===== src/rtl/pipelined_prefix_adder.sv =====
// Kogge-Stone parallel-prefix adder/subtractor with a tag sideband and sum/carry/overflow/zero flags.
// Latency: STAGES cycles (register slices cut the prefix network; the last slice registers the result).
// Backpressure: out_valid & ~out_ready freezes every slice; in_ready drops the same cycle.
module pipelined_prefix_adder #(
    parameter int WIDTH  = 64,
    parameter int STAGES = 2,
    parameter int TAG_W  = 5
) (
    input  logic             clk,
    input  logic             rst,
    input  logic             flush,
    input  logic             in_valid,
    output logic             in_ready,
    input  logic [WIDTH-1:0] a,
    input  logic [WIDTH-1:0] b,
    input  logic             cin,
    input  logic             sub,
    input  logic [TAG_W-1:0] tag_in,
    output logic             out_valid,
    input  logic             out_ready,
    output logic [WIDTH-1:0] sum,
    output logic             cout,
    output logic             ovf,
    output logic             zero,
    output logic [TAG_W-1:0] tag_out
);

    localparam int L = $clog2(WIDTH);

    // Prefix level after which slice s is cut: ceil(s*L/STAGES).
    function automatic int cut_level(input int s);
        return (s * L + STAGES - 1) / STAGES;
    endfunction

    // Boundary state between slices: index 0 is the prepared input beat,
    // index s is the content of register slice s (s < STAGES).
    logic [WIDTH-1:0] w_bg   [0:STAGES-1];
    logic [WIDTH-1:0] w_bp   [0:STAGES-1];
    logic [WIDTH-1:0] w_bx   [0:STAGES-1];
    logic             w_bc0  [0:STAGES-1];
    logic             w_bvld [0:STAGES-1];
    logic [TAG_W-1:0] w_btag [0:STAGES-1];

    logic             r_out_vld;
    logic [WIDTH-1:0] r_sum;
    logic             r_cout;
    logic             r_ovf;
    logic             r_zero;
    logic [TAG_W-1:0] r_tag_out;

    logic             w_stall;
    logic [WIDTH-1:0] w_beff;
    logic             w_c0;
    logic [WIDTH-1:0] w_g0;

    assign w_stall  = r_out_vld & ~out_ready;
    assign in_ready = ~w_stall & ~rst;

    // SUB is a + ~b + 1, so cin only matters in ADD mode.
    assign w_beff = sub ? ~b : b;
    assign w_c0   = sub | cin;
    // Fold the carry-in into bit 0 so the prefix network yields true carries directly.
    assign w_g0   = {a[WIDTH-1:1] & w_beff[WIDTH-1:1],
                     (a[0] & w_beff[0]) | ((a[0] | w_beff[0]) & w_c0)};

    assign w_bg[0]   = w_g0;
    assign w_bp[0]   = a | w_beff;
    assign w_bx[0]   = a ^ w_beff;
    assign w_bc0[0]  = w_c0;
    assign w_bvld[0] = in_valid & in_ready;
    assign w_btag[0] = tag_in;

    for (genvar s = 1; s <= STAGES; s++) begin : g_slice
        localparam int LO = cut_level(s - 1);
        localparam int NL = cut_level(s) - LO;

        logic [WIDTH-1:0] w_lg [0:NL];
        logic [WIDTH-1:0] w_lp [0:NL];

        assign w_lg[0] = w_bg[s-1];
        assign w_lp[0] = w_bp[s-1];

        for (genvar j = 1; j <= NL; j++) begin : g_lvl
            localparam int SPAN = 1 << (LO + j - 1);
            logic [WIDTH-1:0] w_g;
            logic [WIDTH-1:0] w_p;
            for (genvar i = 0; i < WIDTH; i++) begin : g_bit
                if (i >= SPAN) begin : g_comb
                    assign w_g[i] = w_lg[j-1][i] | (w_lp[j-1][i] & w_lg[j-1][i-SPAN]);
                    assign w_p[i] = w_lp[j-1][i] & w_lp[j-1][i-SPAN];
                end else begin : g_pass
                    assign w_g[i] = w_lg[j-1][i];
                    assign w_p[i] = w_lp[j-1][i];
                end
            end
            assign w_lg[j] = w_g;
            assign w_lp[j] = w_p;
        end

        if (s < STAGES) begin : g_mid
            logic [WIDTH-1:0] r_g;
            logic [WIDTH-1:0] r_p;
            logic [WIDTH-1:0] r_x;
            logic             r_c0;
            logic             r_vld;
            logic [TAG_W-1:0] r_tag;

            // Intermediate slice: advance unless stalled; flush only kills the valid bit.
            always_ff @(posedge clk) begin
                if (rst || flush) begin
                    r_vld <= 1'b0;
                end else if (!w_stall) begin
                    r_vld <= w_bvld[s-1];
                    r_g   <= w_lg[NL];
                    r_p   <= w_lp[NL];
                    r_x   <= w_bx[s-1];
                    r_c0  <= w_bc0[s-1];
                    r_tag <= w_btag[s-1];
                end
            end

            assign w_bg[s]   = r_g;
            assign w_bp[s]   = r_p;
            assign w_bx[s]   = r_x;
            assign w_bc0[s]  = r_c0;
            assign w_bvld[s] = r_vld;
            assign w_btag[s] = r_tag;
        end else begin : g_out
            logic [WIDTH-1:0] w_carry;
            logic [WIDTH-1:0] w_sum;
            logic             w_cout;

            assign w_carry = {w_lg[NL][WIDTH-2:0], w_bc0[s-1]};
            assign w_sum   = w_bx[s-1] ^ w_carry;
            assign w_cout  = w_lg[NL][WIDTH-1];

            // Output slice: registered result and flags, cleared to zero by reset.
            always_ff @(posedge clk) begin
                if (rst) begin
                    r_out_vld <= 1'b0;
                    r_sum     <= '0;
                    r_cout    <= 1'b0;
                    r_ovf     <= 1'b0;
                    r_zero    <= 1'b0;
                    r_tag_out <= '0;
                end else if (flush) begin
                    r_out_vld <= 1'b0;
                end else if (!w_stall) begin
                    r_out_vld <= w_bvld[s-1];
                    r_sum     <= w_sum;
                    r_cout    <= w_cout;
                    r_ovf     <= w_carry[WIDTH-1] ^ w_cout;
                    r_zero    <= ~|w_sum;
                    r_tag_out <= w_btag[s-1];
                end
            end
        end
    end

    assign out_valid = r_out_vld;
    assign sum       = r_sum;
    assign cout      = r_cout;
    assign ovf       = r_ovf;
    assign zero      = r_zero;
    assign tag_out   = r_tag_out;

endmodule


===== config.mk =====
export PLATFORM = sky130hd
export DESIGN_NAME = pipelined_prefix_adder
export DESIGN_NICKNAME = d
export VERILOG_FILES = /design/src/rtl/pipelined_prefix_adder.sv
export SDC_FILE = /design/constraint.sdc
export NUM_CORES = 1
export LEC_CHECK = 0
export BUFFER_PORTS_ARGS = -buffer_cell sky130_fd_sc_hd__buf_2
export CAP_MARGIN = 25
export CORE_UTILIZATION = 45
export DETAILED_ROUTE_END_ITERATION = 10
export GPL_TIMING_DRIVEN = 0
export PLACE_DENSITY = 0.79
export SLEW_MARGIN = 30
export SYNTH_ARGS = -nofsm -noshare
export SYNTH_HDL_FRONTEND = slang
export SYNTH_SLANG_ARGS = --single-unit

===== constraint.sdc =====
create_clock -name clk -period 14.5 [get_ports clk]
set_input_delay 0 -clock clk [delete_from_list [all_inputs] [get_ports clk]]
set_output_delay 0 -clock clk [all_outputs]
set_load 0.01 [all_outputs]

=== Word level (Yosys, flattened, before mapping) ===
Cells that the tools add are included.

* Bits in registers: 272
* Latch bits: 0
* Bits in writable memories: 0
* Memory bits (read-only): 0
* Output and inout bits: 74
* Memories kept: 0

* $add $sub $neg: 0
* Multiply operators: 0
* Div/mod/pow operators: 0
* Magnitude comparators: 0
* Eq/ne operators: 0
* Shift-type cells: 0
* Multiplexer cells: 1
* Bitwise gates (word level): 926
* Reductions and logical operators: 6

{| class="wikitable"
|+ Operators with widths
! operator !! number
|-
| $and 1x1->1 || 591
|-
| $or 1x1->1 || 324
|-
| $xor 64x64->64 || 2
|-
| $mux 64 || 1
|-
| $not 64->64 || 1
|-
| $or 64x64->64 || 1
|-
| $reduce_or 64->1 || 1
|-
| $and 63x63->63 || 1
|-
| $not 1->1 || 5
|-
| $reduce_and 2->1 || 2
|-
| $reduce_or 2->1 || 1
|-
| $logic_not 1->1 || 1
|-
| $logic_or 1x1->1 || 1
|-
| $xor 1x1->1 || 1
|}

=== Depth between registers and ports, before layout ===
* Depth in word-level cells: 11
* Mapped depth: 12
* Gate-level depth less buffers: 10

=== Least setup slack after synthesis ===
OpenSTA, ideal clock, no wires.

* Path type: reg2reg
* Start: reg r_out_vld, in the netlist out_valid
* End: reg g_slice[1].g_mid.r_c0 (enable)
* Setup time: 0.972 ns
* Data arrival time: 13.409 ns
* Data required time: 13.528 ns
* Setup slack: 0.118 ns
* Cell stages (with the launch flop): 4
* Buffers on the path: 1
* Cell sequence: dfxtp_1 nor2b_1 clkbuf_1 nor3_1

* Longest elaborated chain between the ends: 3

{| class="wikitable"
|+ Ends and longest elaborated chain
! item !! line !! source
|-
| start: declaration || 44 || <nowiki>logic r_out_vld;</nowiki>
|-
| start signal: assignment || 149 || <nowiki>r_out_vld <= w_bvld[s-1];</nowiki>
|-
| $and 1x1->1 || 56 || <nowiki>assign w_stall = r_out_vld & ~out_ready;</nowiki>
|-
| $not 1->1 (no line) || - ||
|-
| $reduce_and 2->1 (no line) || - ||
|-
| end signal: assignment || 117 || <nowiki>r_c0 <= w_bc0[s-1];</nowiki>
|-
| end: declaration || 104 || <nowiki>logic r_c0;</nowiki>
|}

Every way passes these cells.
A chain may end at the register's enable or synchronous reset.

=== Final worst setup path ===
* Start: reg g_slice[1].g_mid.r_g[1]
* End: reg r_zero, in the netlist zero

* Longest elaborated chain between the ends: 9
* Elaborated cells on any way between the ends: 17
* Those cells by class: bitwise: 15; reduce/logical: 2

{| class="wikitable"
|+ Ends and longest elaborated chain
! item !! line !! source
|-
| start: declaration || 101 || <nowiki>logic [WIDTH-1:0] r_g;</nowiki>
|-
| start signal: assignment || 114 || <nowiki>r_g <= w_lg[NL];</nowiki>
|-
| $and 1x1->1 || 89 || <nowiki>assign w_g[i] = w_lg[j-1][i] | (w_lp[j-1][i] & w_lg[j-1][i-SPAN]);</nowiki>
|-
| $or 1x1->1 || 89 ||
|-
| $and 1x1->1 || 89 ||
|-
| $or 1x1->1 || 89 ||
|-
| $and 1x1->1 || 89 ||
|-
| $or 1x1->1 || 89 ||
|-
| $xor 64x64->64 * || 134 || <nowiki>assign w_sum = w_bx[s-1] ^ w_carry;</nowiki>
|-
| $reduce_or 64->1 * || 153 || <nowiki>r_zero <= ~|w_sum;</nowiki>
|-
| $logic_not 1->1 * || 153 ||
|-
| end signal: assignment || 153 ||
|-
| end: declaration || 48 || <nowiki>logic r_zero;</nowiki>
|}

Mark *: on every way between the ends. The rest lies on a longest branch, timed or not.

==> metrics.csv <==
stage;metric;value;unit
final_layout;layout cells sized above 1;0.179;
cts;post-cts resize count;0;
sta;final hold slack;0.0237;ns
drt;final wirelength;41500;µm
drt;Via Count;12200;
pwr;P per Cell Area;112;mW/mm²
cts;worst skew pair latency;0.56;ns
synth;sequential area share after synthesis;0.492;
synth;Mean Syn Cell Area;9.95;µm²
synth;Syn. warnings;0;
setup_path;CP startpoint kind;register;
sta;Max Clock Skew;0.0194;ns
setup_path;most frequent cell on the critical path;or4b_1;
drt;Routed Antenna Nets;0;
drt;initial drt markers;936;
synth;Synth Instances;1466;
cts;Setup Fix Bufs, Post-CTS;0;
sta;Final Max Tran Viols;0;
setup_path;Setup crit start;g_slice[1].g_mid.r_g[1]$_DFFE_PP_;
place;final RePlAce weighted congestion;0.912;
sta;period utilization;0.253;
sta;RSZ-0062 raised after global routing;no;
cts;CTS tree;yes;
setup_path;CP max stage cell;a211oi_1;
flow_run;max-cap violations;0;
setup_path;Crit path required time;14.96;ns
status;outcome;finished clean;
synth;synthesis-stage register bit count;264;
final_layout;# diodes;0;
synth;largest cells by area after synthesis;edfxtp_1 39%, ha_1 11%, dfxtp_1 10%, xor2_1 5.2%, inv_1 5.1%;
synth;EDFF count, synth;190;
pwr;Leak Pwr;0.00825;µW
grt;largest net degree at the start of global routing;15;
grt;vias in the first global route;12100;
grt;antenna violations before repair;0;
synth;syn nets;1734;
drt;DR DRC count;0;
setup_path;r2r setup slk;10.83;ns
final_layout;Fillers;2642;
sta;Final min period;3.67;ns
sta;max_slew headroom;0.342;
cts;root buffer cell;clkbuf_16;
min_path;Hold WC Path Type;in -> reg;
setup_path;Worst R2R Path Depth;8;
pwr;Tot Pwr;2090;µW
place;Port Buf Inserts;212;
die;die area;0.0332;mm²
grt;GRT Residual Overflow;0;
grt;first-pass GRT wire length;63300;µm
die;die width;182;µm
synth;share of Yosys cell area claimed by the top area cell type;0.391;
sta;final setup vio count;0;
die;row count;65;
setup_path;Reg2Reg Launch Point;g_slice[1].g_mid.r_g[1]$_DFFE_PP_;
die;Die H;182;µm
setup_path;Critical Path AT;4.12;ns
place;Post-DP HPWL;32800;µm
synth;synthesized area;0.0146;mm²
cts;H-tree depth;1;
setup_path;Max stage delay on crit path;0.78;ns
pwr;peak supply drop;0.0813;mV
setup_path;Setup crit end;zero$_SDFFE_PP0P_;
setup_path;crit end category;register;
synth;leading area contributor after synthesis;edfxtp_1;
cts;hold buffers post-CTS;139;
synth;asr flop ratio synth;0;
cts;clk slew on worst S/H paths;0.06;ns
final_layout;Area growth syn-to-layout;27.9;%
setup_path;CP Cell Sequence;a211oi_1, o21bai_1, xor2_1, nor2_1, or4b_1, or4b_1, or4b_1, o31ai_2;
sta;Fin. Hold Viols;0;
drt;DR WL/cell;18.1;µm
synth;Primary FF master, synth;edfxtp_1;
drt;1st-pass router iterations;6;
cts;Max Root-Sink Buffers;3;
final_layout;# nets final;2139;
synth;Netlist cell types;53;
setup_path;peak fanout along the critical path;3;
die;starting density of the core;0.460;
grt;total track usage;0.247;
setup_path;r2r endpoint;zero$_SDFFE_PP0P_;
drt;vias per inst;5.33;
die;Core ar.;0.0317;mm²
sta;setup TNS;0;ns
sta;achievable frequency;0.273;GHz
cts;total CTS buffers;27;
sta;Worst-Margin Slew;0.975;ns
final_layout;final core utilization;0.589;
cts;clk sinks;264;
setup_path;Setup Crit Path Kind;reg -> reg;
die;Boundary Pins;214;
## per-layer routing
metal  GRT usage  wire (µm)
met2       0.414      19300
met3      0.0403       3470
met4      0.0921       1410
met1       0.321      17400
met5           0          0
## flip-flops by register name (all words and copies together) (netlist names)
| name | flops |
|---|---|
| g_slice.g_mid.r_g | 64 |
| g_slice.g_mid.r_x | 64 |
| sum | 64 |
| g_slice.g_mid.r_p | 56 |
| g_slice.g_mid.r_tag | 5 |
| tag_out | 5 |
| cout | 1 |
| g_slice.g_mid.r_c0 | 1 |
| g_slice.g_mid.r_vld | 1 |
| out_valid | 1 |
| ovf | 1 |
| zero | 1 |
## power by group
part           internal (µW)  switching (µW)  total, µW
combinational            202             267        469
sequential               881            32.8        914
clock                    410             296        706
total                   1490             596       2090
## Yosys cell counts, drive strengths merged, types with 3 or more instances
cell,number
nor2,147
dfxtp,74
inv,200
nand4,4
a211oi,18
o41ai,3
and4,4
clkbuf,31
nor4,5
nand3,19
o21bai,23
ha,128
o21ai,16
a221o,4
or4b,3
a31oi,3
and3,5
nand2,162
a21oi,142
xor2,87
o31a,4
nand2b,4
o31ai,51
a21o,7
xnor2,39
or2,4
nor3,14
nor4b,4
or3,3
edfxtp,190
o211ai,4
a31o,44
## logic make-up (layout without fill, tap and decap cells)
group,count (synthesis),count (layout),synth area share
flops,264,264,0.492
buf+inv,232,658,0.0597
simple gates,385,385,0.112
xor+xnor,126,126,0.0756
fa+ha+maj,128,128,0.110
compound gates,330,330,0.149
mux,1,1,0.000686
## cells in the final DEF (no fill, tap or decap), drive strengths merged, types with 4 or more instances in the layout
cell	n
buf	238
inv	203
edfxtp	190
nand2	162
nor2	147
a21oi	142
dlygate4sd3	139
ha	128
xor2	87
dfxtp	74
clkbuf	70
o31ai	51
a31o	44
xnor2	39
o21bai	23
nand3	19
a211oi	18
o21ai	16
nor3	14
a21o	7
clkinv	6
nor4	5
and3	5
and4	4
o31a	4
nand4	4
nor4b	4
o211ai	4
nand2b	4
a221o	4
or2	4
## worst max-delay path: cells and delay by family, from the launching register on
kind,cells,cell delay (ns)
XOR/XNOR,1,0.23
flip-flops,1,0.46
AO/OA/AOI/OAI,3,1.22
AND/OR/NAND/NOR,4,1.66
## area by class of cell
cell class              instances  area, µm²  area share
plain buffers                  32        121     0.00650
multi-input cells             970       6550       0.351
clock inverters                11       92.6     0.00496
inverters                     200        751      0.0402
repair buffers                376       2650       0.142
clock buffers                  39        815      0.0436
well taps                     402        503      0.0269
flip-flops and latches        264       7190       0.385
## through the flow
step,instance area (µm²),setup slack (ns),std cells
final,18700,10.83,2294
after global placement,16200,-5.01,2080
after floorplan,14600,0.118,1466
after detailed placement,16400,10.97,2105
after global routing,18700,10.74,2294
after CTS,18700,10.91,2294
## worst min path at each step
stage	startpoint	end	slack [ns]	depth (start not counted)
floorplan	flush	g_slice[1].g_mid.r_vld$_SDFFE_PP0N_	0.08	1
global placement	tag_in[0]	g_slice[1].g_mid.r_tag[0]$_DFFE_PP_	0.19	1
detailed placement	tag_in[4]	g_slice[1].g_mid.r_tag[4]$_DFFE_PP_	0.19	1
CTS	out_ready	g_slice[1].g_mid.r_vld$_SDFFE_PP0N_	0.007	5
global route	out_ready	g_slice[1].g_mid.r_vld$_SDFFE_PP0N_	0.04	5
finish	out_ready	g_slice[1].g_mid.r_vld$_SDFFE_PP0N_	0.02	5
Note: power is estimated with default switching activity, not from simulation.
